## config.mk

```make
export PLATFORM = sky130hd
export DESIGN_NAME = mac_accumulator
export DESIGN_NICKNAME = d
export VERILOG_FILES = /design/src/rtl/mac_pkg.sv /design/src/rtl/valid_edge_detect.sv /design/src/rtl/mac_accumulator.sv
export SDC_FILE = /design/constraint.sdc
export NUM_CORES = 1
export LEC_CHECK = 0
export ABC_AREA = 1
export BUFFER_PORTS_ARGS = -buffer_cell sky130_fd_sc_hd__buf_2
export CAP_MARGIN = 40
export CORE_AREA = 2 2 90 109
export DETAILED_ROUTE_END_ITERATION = 6
export DIE_AREA = 0 0 92 111
export PLACE_DENSITY = 0.54
export SLEW_MARGIN = 20
export SYNTH_ARGS = -nofsm -noshare
export SYNTH_HDL_FRONTEND = slang
export SYNTH_SLANG_ARGS = --single-unit
export TNS_END_PERCENT = 50
```

## constraint.sdc

```tcl
create_clock -name acc_clk_i -period 2.4 [get_ports acc_clk_i]
set_input_delay 0.48 -clock acc_clk_i [delete_from_list [all_inputs] [get_ports acc_clk_i]]
set_output_delay 0.48 -clock acc_clk_i [all_outputs]
set_load 0.03 [all_outputs]
```

## src/rtl/mac_pkg.sv

```systemverilog
// ---------------------------------------------------------------------------
// mac_pkg
// Shared definitions for the MAC datapath (multiplier + accumulator).
//   mac_state_t     accumulator FSM encoding (ACCUM / HOLD)
//   MAC_OP_WIDTH    default multiplier operand width
//   MAC_PROD_WIDTH  default multiplier product width (2 * MAC_OP_WIDTH)
// ---------------------------------------------------------------------------
package mac_pkg;

    typedef enum logic {
        ST_ACCUM = 1'b0,
        ST_HOLD  = 1'b1
    } mac_state_t;

    localparam int MAC_OP_WIDTH   = 5;
    localparam int MAC_PROD_WIDTH = 10;

endpackage

```

## src/rtl/valid_edge_detect.sv

```systemverilog
// ---------------------------------------------------------------------------
// valid_edge_detect
// Rising-edge detector for a level valid flag. The previous level is kept
// in a register; an edge is reported combinationally whenever the flag is
// high and the registered copy is low. Reset zeroes the history, so a flag
// that is already high when reset releases is reported as one edge.
// Ports:
//   clk_i    in   clock
//   reset_i  in   synchronous active-high reset
//   valid_i  in   level valid flag being watched
//   edge_o   out  1 for the cycle in which valid_i rises
// ---------------------------------------------------------------------------
module valid_edge_detect (
    input  logic clk_i,
    input  logic reset_i,
    input  logic valid_i,
    output logic edge_o
);

    logic r_valid_q;

    always_ff @(posedge clk_i) begin
        if (reset_i) begin
            r_valid_q <= 1'b0;
        end else begin
            r_valid_q <= valid_i;
        end
    end

    assign edge_o = valid_i & ~r_valid_q;

endmodule

```

## src/rtl/mac_accumulator.sv

```systemverilog
// ---------------------------------------------------------------------------
// mac_accumulator
// Accumulate stage of the MAC. Adds TERMS unsigned products (one per rising
// edge of product_valid_i) with saturation, then presents the sum on a
// valid/ready output. While the sum waits, a one-entry pending register
// keeps the next product; further products are dropped and flagged.
// Ports:
//   acc_clk_i        in   clock
//   acc_reset_i      in   synchronous active-high reset
//   product_i        in   unsigned product from the multiplier
//   product_valid_i  in   multiplier result-valid (level, may stay high)
//   clear_i          in   synchronous soft clear (same effect as reset)
//   sum_ready_i      in   consumer accepts sum_o
//   sum_o            out  completed saturated sum, stable while sum_valid_o
//   sum_valid_o      out  sum_o valid
//   term_count_o     out  products in the current partial sum
//   overflow_o       out  sticky: an addition saturated
//   overrun_o        out  sticky: a product was dropped in HOLD
// ---------------------------------------------------------------------------
module mac_accumulator
    import mac_pkg::*;
#(
    parameter  int PROD_WIDTH = MAC_PROD_WIDTH,
    parameter  int ACC_WIDTH  = 16,
    parameter  int TERMS      = 4,
    localparam int CNT_WIDTH  = $clog2(TERMS + 1)
) (
    input  logic                  acc_clk_i,
    input  logic                  acc_reset_i,
    input  logic [PROD_WIDTH-1:0] product_i,
    input  logic                  product_valid_i,
    input  logic                  clear_i,
    input  logic                  sum_ready_i,
    output logic [ACC_WIDTH-1:0]  sum_o,
    output logic                  sum_valid_o,
    output logic [CNT_WIDTH-1:0]  term_count_o,
    output logic                  overflow_o,
    output logic                  overrun_o
);

    mac_state_t            r_state;
    logic [ACC_WIDTH-1:0]  r_acc;
    logic [CNT_WIDTH-1:0]  r_count;
    logic [PROD_WIDTH-1:0] r_pend;
    logic                  r_pend_valid;
    logic [ACC_WIDTH-1:0]  r_sum;
    logic                  r_sum_valid;
    logic                  r_overflow;
    logic                  r_overrun;

    logic                  w_soft_reset;
    logic                  w_accept;
    logic [ACC_WIDTH-1:0]  w_prod_ext;
    logic [ACC_WIDTH-1:0]  w_pend_ext;
    logic [ACC_WIDTH:0]    w_acc_sum;
    logic [ACC_WIDTH:0]    w_fold_sum;
    logic [ACC_WIDTH-1:0]  w_acc_sat;
    logic [ACC_WIDTH-1:0]  w_fold_sat;

    // Clear behaves exactly like reset, including the edge history.
    assign w_soft_reset = acc_reset_i | clear_i;

    valid_edge_detect u_valid_edge (
        .clk_i   (acc_clk_i),
        .reset_i (w_soft_reset),
        .valid_i (product_valid_i),
        .edge_o  (w_accept)
    );

    assign w_prod_ext = ACC_WIDTH'(product_i);
    assign w_pend_ext = ACC_WIDTH'(r_pend);

    // One extra bit holds the carry; a set carry saturates to all-ones.
    assign w_acc_sum  = {1'b0, r_acc} + {1'b0, w_prod_ext};
    assign w_fold_sum = {1'b0, w_pend_ext} + {1'b0, w_prod_ext};
    assign w_acc_sat  = w_acc_sum[ACC_WIDTH]  ? '1 : w_acc_sum[ACC_WIDTH-1:0];
    assign w_fold_sat = w_fold_sum[ACC_WIDTH] ? '1 : w_fold_sum[ACC_WIDTH-1:0];

    // NOTE: all state below is written with non-blocking assignments so every
    // register sees the pre-edge values of the others, independent of order.
    always_ff @(posedge acc_clk_i) begin
        if (w_soft_reset) begin
            r_state      <= ST_ACCUM;
            r_acc        <= '0;
            r_count      <= '0;
            r_pend       <= '0;
            r_pend_valid <= 1'b0;
            r_sum        <= '0;
            r_sum_valid  <= 1'b0;
            r_overflow   <= 1'b0;
            r_overrun    <= 1'b0;
        end else begin
            case (r_state)
                ST_ACCUM: begin
                    if (w_accept) begin
                        if (r_count == CNT_WIDTH'(TERMS - 1)) begin
                            r_sum       <= w_acc_sat;
                            r_sum_valid <= 1'b1;
                            r_acc       <= '0;
                            r_count     <= '0;
                            r_state     <= ST_HOLD;
                        end else begin
                            r_acc   <= w_acc_sat;
                            r_count <= r_count + CNT_WIDTH'(1);
                        end
                        if (w_acc_sum[ACC_WIDTH]) begin
                            r_overflow <= 1'b1;
                        end
                    end
                end

                ST_HOLD: begin
                    if (sum_ready_i) begin
                        // Leave HOLD and seed the next sum with whatever
                        // arrived meanwhile (pending and/or this cycle's edge).
                        r_sum_valid  <= 1'b0;
                        r_state      <= ST_ACCUM;
                        r_pend_valid <= 1'b0;
                        if (w_accept && r_pend_valid) begin
                            if (TERMS == 2) begin
                                // Two products already make a full sum.
                                r_sum       <= w_fold_sat;
                                r_sum_valid <= 1'b1;
                                r_state     <= ST_HOLD;
                            end else begin
                                r_acc   <= w_fold_sat;
                                r_count <= CNT_WIDTH'(2);
                            end
                            if (w_fold_sum[ACC_WIDTH]) begin
                                r_overflow <= 1'b1;
                            end
                        end else if (w_accept) begin
                            r_acc   <= w_prod_ext;
                            r_count <= CNT_WIDTH'(1);
                        end else if (r_pend_valid) begin
                            r_acc   <= w_pend_ext;
                            r_count <= CNT_WIDTH'(1);
                        end
                    end else if (w_accept) begin
                        if (r_pend_valid) begin
                            r_overrun <= 1'b1;
                        end else begin
                            r_pend       <= product_i;
                            r_pend_valid <= 1'b1;
                        end
                    end
                end
            endcase
        end
    end

    assign sum_o        = r_sum;
    assign sum_valid_o  = r_sum_valid;
    assign term_count_o = r_count;
    assign overflow_o   = r_overflow;
    assign overrun_o    = r_overrun;

endmodule

```

==> results of run 1 <==
## cell usage in the layout (no fill, tap or decap), types with 6 or more instances in the layout
cell type,Yosys,final
o21ai_0,38,38
nor2_1,74,73
nand4_1,7,7
nand3_2,6,6
ha_1,21,21
nand3_1,46,46
inv_2,9,9
buf_4,1,8
a21oi_1,27,27
a31oi_1,8,8
dfxtp_1,51,51
nand2_1,147,147
inv_1,69,69
buf_2,4,36
nand2_2,7,7
## area by class of cell
cell class,count,area share (%)
clock buffer,6,3.42
clock inverter,2,0.400
multi-input combinational,420,54.2
sequential,51,25.1
timing repair buffer,44,5.91
inverter,78,7.20
tap,123,3.79
## critical path, delay by kind of cell
kind | cells | cell delay [ns]
AND/OR/NAND/NOR | 9 | 0.95
adder cells (fa/ha/maj) | 2 | 0.64
buffers and inverters | 2 | 0.17
## sequential cells by signal, indices dropped and copies added (netlist names)
name,cells
u_valid_edge.r_valid_q,1
sum_valid_o,1
r_state,1
overflow_o,1
r_pend_valid,1
sum_o,16
r_acc,16
r_pend,10
term_count_o,3
overrun_o,1
## through the flow
step	hold slack [ns]	cells	worst slack, ns
4_1_cts	0.428	724	0.371
6_report	0.426	724	0.369
3_5_place_dp	0.448	716	0.0441
5_1_grt	0.441	724	0.184
2_1_floorplan	0.443	564	0.328
3_3_place_gp	0.447	715	0.0903
## path summary, 6_finish.rpt
check                           cells past startpoint  slack, ns                                 to
worst max-delay path                               13       0.37              r_acc[8]$_SDFFE_PP0P_
worst min-delay path                                3       0.43  u_valid_edge.r_valid_q$_SDFF_PP0_
worst max register to register                     12       0.38              r_acc[8]$_SDFFE_PP0P_
worst min register to register                      1       0.46            overflow_o$_SDFFE_PP0P_
## per-layer routing
| layer | routed length, um | GRT usage, % | vias to the layer above |
|---|---|---|---|
| li1 | - | - | 1883 |
| met1 | 4490 | 25.4 | 1647 |
| met2 | 4910 | 36.7 | 59 |
| met3 | 244 | 2.65 | 15 |
| met4 | 231 | 7.26 | 0 |
| met5 | 0 | 0 | - |
## cells by family after synthesis
kind of cell | count (synthesis) | share of synthesized area [%]
fa+ha+maj | 23 | 8.41
simple gates | 306 | 38.1
buf+inv | 93 | 10.6
xor+xnor | 5 | 1.22
flops | 51 | 28.4
compound gates | 86 | 13.3
## power groups by stage
stage	combinational (uW)	sequential, uW	clock [uW]
6_report	297	866	757
3_3_place_gp	295	886	0
3_5_place_dp	298	886	0
5_1_grt	341	867	805
4_1_cts	300	866	777
2_1_floorplan	213	888	0
==> results.md, run 1 <==
* Max VDD drop at 239 uV
* Crit-path max cell delay at 0.40 ns
* Synthesized net count at 602
* Final Skew at 0.00653 ns
* Routed len/inst at 13.6 um
* Ports at 37
* Post-synth cell types at 40
* Site Rows at 39
* CP Data Required Time at 2.60 ns
* Crit path launch type: input port
* Post-synth EDFFs at 0
* # Post-CTS Setup Buffers at 0
* Die Ht at 111 um
* Routed via count at 3604
* Synthesized flop and latch total at 51
* Setup-failing EPs final at 0
* Max Slew Vio Count at 0
* Syn avg cell area at 6.38 um2
* Clk pwr share at 39.4%
* Die area at 0.0102 mm2
* Fin nets at 638
* Clk buf depth at 2
* Share of layout cells above drive strength 1 at 15.1%
* Initial core utilization at 38.8%
* Setup tns final at 0 ns
* Worst setup path class: in -> reg
* Aggregate global-route resource usage at 20.7%
* Initial DRC Count at 153
* Placer Congestion at 0.980
* Core area at 0.00927 mm2
* Synth top area cells: dfxtp_1, nand2_1, nor2_1, ha_1, inv_1
* Post-CTS Hold Fix Bufs at 0
* Critical hold path startpoint: product_valid_i
* Number of global-route vias before repair at 3571
* Switching part of the total at 28.4%
* RSZ-0062 raised after global routing: false
* Setup crit end kind: register
* Clk root buf: clkbuf_16
* Number of diodes at 0
* Hold crit path type: in -> reg
* Worst path arrival time at 2.23 ns
* Reg2reg start: r_acc[0]$_SDFFE_PP0P_
* Routed vias/inst at 4.98
* Finished Cell Area at 0.00406 mm2
* Minimum clock period after layout at 2.03 ns
* Die width at 92 um
* Static Leak at 0.00212 uW
* Max capacitance violation total at 0
* Clk_lat worst skew at 0.30 ns
* Status: completed
* Final core utilization at 43.8%
* 1st-pass router iterations at 4
* P_int at 1370 uW
* CP startpoint: product_i[0]
* Area grow syn2layout at 12.9%
* Filler cell count at 1033
* Total chip power at 1920 uW
* Post-DP HPWL at 7750 um
* Max Fclk at 492 MHz
* Synth warn at 0
* Worst-margin pin slew at 0.775 ns
* Mapped Area at 0.00360 mm2
* Combinational power share at 15.5%
* WL final at 9870 um
* Htree depth at 2
* Routed Antenna Nets at 0
* Most common library cells after synthesis: nand2_1, nor2_1, inv_1
* I/O Buffers at 36
* Switch Pwr at 546 uW
* Worst slew margin at 48.2%
* Pwr Density at 473 mW/mm2
* Main synth FF type: dfxtp_1
* Critical-path cell list: buf_2, ha_1, fa_1, nand3_1, nand3_2, nand3_2, nand3_2, nand2_4, nand3_1, nand2_1, nand3_1, nand2_1, inv_1
* CTS-repair resized insts at 0
* Crit-path max FO at 17
* Ys async rst share at 0%
* Initial antenna violation count at 0
* Drt drc at 0
* Top-area cell type share of the netlist area at 28.4%
* First-pass GRT wire length at 17000 um
* Residual overflow from global routing at 0
* Post-DP Area at 0.00391 mm2
* Register area at 0.00102 mm2
* Count leader, synth: nand2_1
* CTS tree: built
* Sequential power share at 45.1%
* Worst-path clk slew at 0.07 ns
* Fin crit share at 84.6%
* Leading area contributor after synthesis: dfxtp_1
* Multi-input gate area at 0.00220 mm2
* Final hold violations at 0
* CTS sink count at 51
* Num CTS Buffers at 5
* Critical path's slowest cell: fa_1
* Syn Inst Count at 564
* Sequential share of the synthesized area at 28.4%
* Largest net degree at the start of global routing at 32
No activity file was read; power rests on OpenSTA's default activity.
==> inputs of run 2 (changes only) <==
- ABC_AREA: 1 -> 0
- CORE_AREA: 2 2 90 109 -> 2 2 86 105
- DIE_AREA: 0 0 92 111 -> 0 0 88 107
- clock period: 2.4 -> 2 ns (I/O delays scaled with it)
==> run 2 against run 1 <==
Net effect:
- the flow now finishes with violations (negative setup slack)
- clock-buffer cell count up 1
- first-iteration DRC count is 12% lower
- sequential share of layout area shrank 3.2 points
- largest cell class unchanged
- synthesized cell count is 25% lower
- non-clock buffer count up 77
- area after synthesis shrank 8.5%
- clock power is 11% lower
- critical path depth down 4
- hold slack worse by 0.11 ns
- largest power group unchanged
- die area fell by 7.8%
- flip-flop and latch count unchanged
- core utilization up 12 points
==> results.md, run 2 <==
* Placer Congestion at 0.894 (was 0.980)
* Hold endpoint: u_valid_edge.r_valid_q$_SDFF_PP0_ (unchanged)
* Minimum clock period after layout at 2.10 ns
* Main synth FF type: dfxtp_1 (unchanged)
* Area grow syn2layout at 42.2% (was 12.9%)
* 1st-pass router iterations at 4 (unchanged)
* Worst setup path class: reg -> reg (was in -> reg)
* Worst-margin pin slew at 0.453 ns (was 0.775 ns)
* Top-area cell type share of the netlist area at 31.0% (was 28.4%)
* Initial antenna violation count at 0 (unchanged)
* Mapped Area at 0.00329 mm2 (was 0.00360 mm2)
* Synth top area cells: dfxtp_1, ha_1, a21oi_1, o21ai_0, nor2_1 (was dfxtp_1, nand2_1, nor2_1, ha_1, inv_1)
* Aggregate global-route resource usage at 22.0% (was 20.7%)
* I/O Buffers at 36 (unchanged)
* Routed Antenna Nets at 0 (unchanged)
* RSZ-0062 raised after global routing: true (was false)
* Initial DRC Count at 135 (was 153)
* CP Data Required Time at 2.21 ns (was 2.60 ns)
* Clk buf depth at 2 (unchanged)
* Number of global-route vias before repair at 3288 (was 3571)
* Static Leak at 0.00200 uW (was 0.00212 uW)
* Share of layout cells above drive strength 1 at 35.5% (was 15.1%)
* Syn Inst Count at 422 (was 564)
* Critical hold path startpoint: product_valid_i (unchanged)
* Site Rows at 37 (was 39)
* Setup crit end kind: register (unchanged)
* Max VDD drop at 263 uV (was 239 uV)
* Ys async rst share at 0% (unchanged)
* Final hold violations at 0 (unchanged)
* Most common cell after layout, fill and taps aside: buf_4 (was nand2_1)
* Setup tns final at -1.16 ns (was 0 ns)
* Number of diodes at 0 (unchanged)
* Post-synthesis compound-gate area fraction at 27.6% (was 13.3%)
* Hold depth at 2 (was 3)
* Pwr Density at 484 mW/mm2 (was 473 mW/mm2)
* Status: finished with violations (was completed)
* Reg2reg start: r_acc[0]$_SDFFE_PP0P_ (unchanged)
* Die width at 88 um (was 92 um)
* Worst-path clk slew at 0.10 ns (was 0.07 ns)
* Combinational family with the most area after synthesis: compound AO/OA/AOI/OAI gates (was simple AND/OR/NAND/NOR gates)
* Syn avg cell area at 7.81 um2 (was 6.38 um2)
* Crit-path max FO at 5 (was 17)
* Post-layout instance count excluding filler cells at 644 (was 724)
* Register area at 0.00103 mm2 (was 0.00102 mm2)
* Routed len/inst at 15.9 um (was 13.6 um)
* Clk_lat worst skew at 0.31 ns (was 0.30 ns)
* Final Skew at 0.0103 ns (was 0.00653 ns)
* Die area at 0.00942 mm2 (was 0.0102 mm2)
* Ports at 37 (unchanged)
* Final hold slack at 0.314 ns (was 0.426 ns)
* Most common library cells after synthesis: dfxtp_1, a21oi_1, nor2_1 (was nand2_1, nor2_1, inv_1)
* Post-DP HPWL at 7620 um (was 7750 um)
* Failing checks: negative setup slack
* Filler cell count at 788 (was 1033)
* Max capacitance violation total at 0 (unchanged)
* Max Slew Vio Count at 0 (unchanged)
* Drt drc at 0 (unchanged)
* Initial core utilization at 39.3% (was 38.8%)
* Post-synth cell types at 60 (was 40)
* Worst slew margin at 69.7% (was 48.2%)
* Synthesized net count at 460 (was 602)
* Flop2flop setup slack at -0.10 ns (was 0.38 ns)
* Max Fclk at 476 MHz
* Synthesized flop and latch total at 51 (unchanged)
* First-pass GRT wire length at 16200 um (was 17000 um)
* Die Ht at 107 um (was 111 um)
* Residual overflow from global routing at 0 (unchanged)
* CTS sink count at 51 (unchanged)
* Post-CTS Hold Fix Bufs at 0 (unchanged)
* Fraction of synthesized area in multiplexers at 4.33% (was 0%)
* Simple-gate portion of the synthesized area at 20.9% (was 38.1%)
* Core area at 0.00838 mm2 (was 0.00927 mm2)
* Most frequent cells in the layout: buf_4, dfxtp_1, nor2_1, o21ai_0, a21oi_1 (was nand2_1, nor2_1, inv_1, dfxtp_1, nand3_1)
* Leading area contributor after synthesis: dfxtp_1 (unchanged)
* Hold crit path type: in -> reg (unchanged)
* WL final at 10200 um (was 9870 um)
* Final WS setup at -0.100 ns (was 0.369 ns)
* Setup-failing EPs final at 28 (was 0)
* Count leader, synth: dfxtp_1 (was nand2_1)
* Worst path arrival time at 2.31 ns (was 2.23 ns)
* Synth warn at 0 (unchanged)
* Reg-to-Reg End: r_acc[13]$_SDFFE_PP0P_ (was r_acc[8]$_SDFFE_PP0P_)
* Fin nets at 564 (was 638)
* CTS tree: built (unchanged)
* Sequential share of the synthesized area at 31.0% (was 28.4%)
* Placed cells at 630 (was 716)
* Post-synth EDFFs at 0 (unchanged)
* Routed via count at 3427 (was 3604)
* Clk root buf: clkbuf_8 (was clkbuf_16)
* Fraction of synthesized cell area in xor and xnor cells at 2.92% (was 1.22%)
* Post-DP Area at 0.00429 mm2 (was 0.00391 mm2)
* Routed vias/inst at 5.32 (was 4.98)
* Crit path launch type: register (was input port)
* Htree depth at 2 (unchanged)
* Num CTS Buffers at 5 (unchanged)
* Fin crit share at 105%
* Reg2Reg Depth at 9 (was 12)
* Multi-input gate area at 0.00249 mm2 (was 0.00220 mm2)
* Finished Cell Area at 0.00469 mm2 (was 0.00406 mm2)
* Largest net degree at the start of global routing at 26 (was 32)
* Adder-cell share of the synthesized area at 9.19% (was 8.41%)
-- run 2: cell type report --
class	count	area share, %
Tap cell	117	3.12
Clock inverter	1	0.160
Inverter	9	0.721
Sequential cell	51	21.9
Timing Repair Buffer	121	18.8
Multi-Input combinational cell	338	53.2
Clock buffer	7	2.06
-- run 2: critical path, cell delays in order (launching register included) --
cell	delay, ns
dfxtp_2	0.35
ha_4	0.16
fa_2	0.37
a21oi_4	0.17
o211a_4	0.20
o31ai_4	0.09
and2_4	0.20
buf_6	0.13
o21bai_1	0.14
a22o_1	0.20
-- run 2: per-layer routing --
| metal | vias to the layer above | GRT usage [%] | part of all wire, % |
|---|---|---|---|
| met3 | 8 | 2.31 | 2.3 |
| met5 | - | 0 | 0 |
| met1 | 1625 | 27.9 | 46 |
| met2 | 54 | 39.9 | 51 |
| met4 | 0 | 3.96 | 0.80 |
| li1 | 1740 | - | - |
-- run 2: cells by family (layout without fill, tap and decap cells) --
family                     count (synthesis)  in the layout
xor gates and xnor gates                  11             11
DFF                                       51             51
muxes                                     14             14
adders and majority gates                 23             23
and+or+nand+nor                          143            143
AOI/OAI and AO/OA                        147            147
buffers and inverters                     33            138
-- run 2: worst max path at each step --
stage | to | from | slack [ns]
2_1_floorplan | r_acc[11]$_SDFFE_PP0P_ | product_i[0] | -0.23
3_3_place_gp | r_acc[8]$_SDFFE_PP0P_ | product_i[0] | -0.45
3_5_place_dp | r_acc[8]$_SDFFE_PP0P_ | product_i[0] | -0.46
4_1_cts | r_acc[6]$_SDFFE_PP0P_ | r_pend[0]$_SDFFE_PP0P_ | -0.10
5_1_grt | r_acc[9]$_SDFFE_PP0P_ | r_acc[2]$_SDFFE_PP0P_ | -0.19
6_report | r_acc[13]$_SDFFE_PP0P_ | r_acc[0]$_SDFFE_PP0P_ | -0.10
-- run 2: timing repair --
item	in CTS	in global routing
buffers inserted	4	1
setup endpoints to repair	33	33
gates cloned	0	1
pin swaps	18	12
gates resized for setup	38	13
endpoints found under the hold margin	0	0
-- run 2: power by group --
part	leakage (uW)	switching, uW	total, uW	internal (uW)
Clock	0.0000505	356	671	316
Sequential	0.000415	14.4	1050	1030
Combinational	0.00154	288	551	263
Total	0.00200	658	2270	1610
-- run 2: stage by stage --
stage	total power [uW]	setup WS [ns]	utilization (%)
after floorplan	1340	-0.229	-
after global placement	1560	-0.454	51.2
after detailed placement	1560	-0.459	51.2
after CTS	2290	-0.104	54.8
after global routing	2390	-0.188	55.9
final	2270	-0.100	55.9
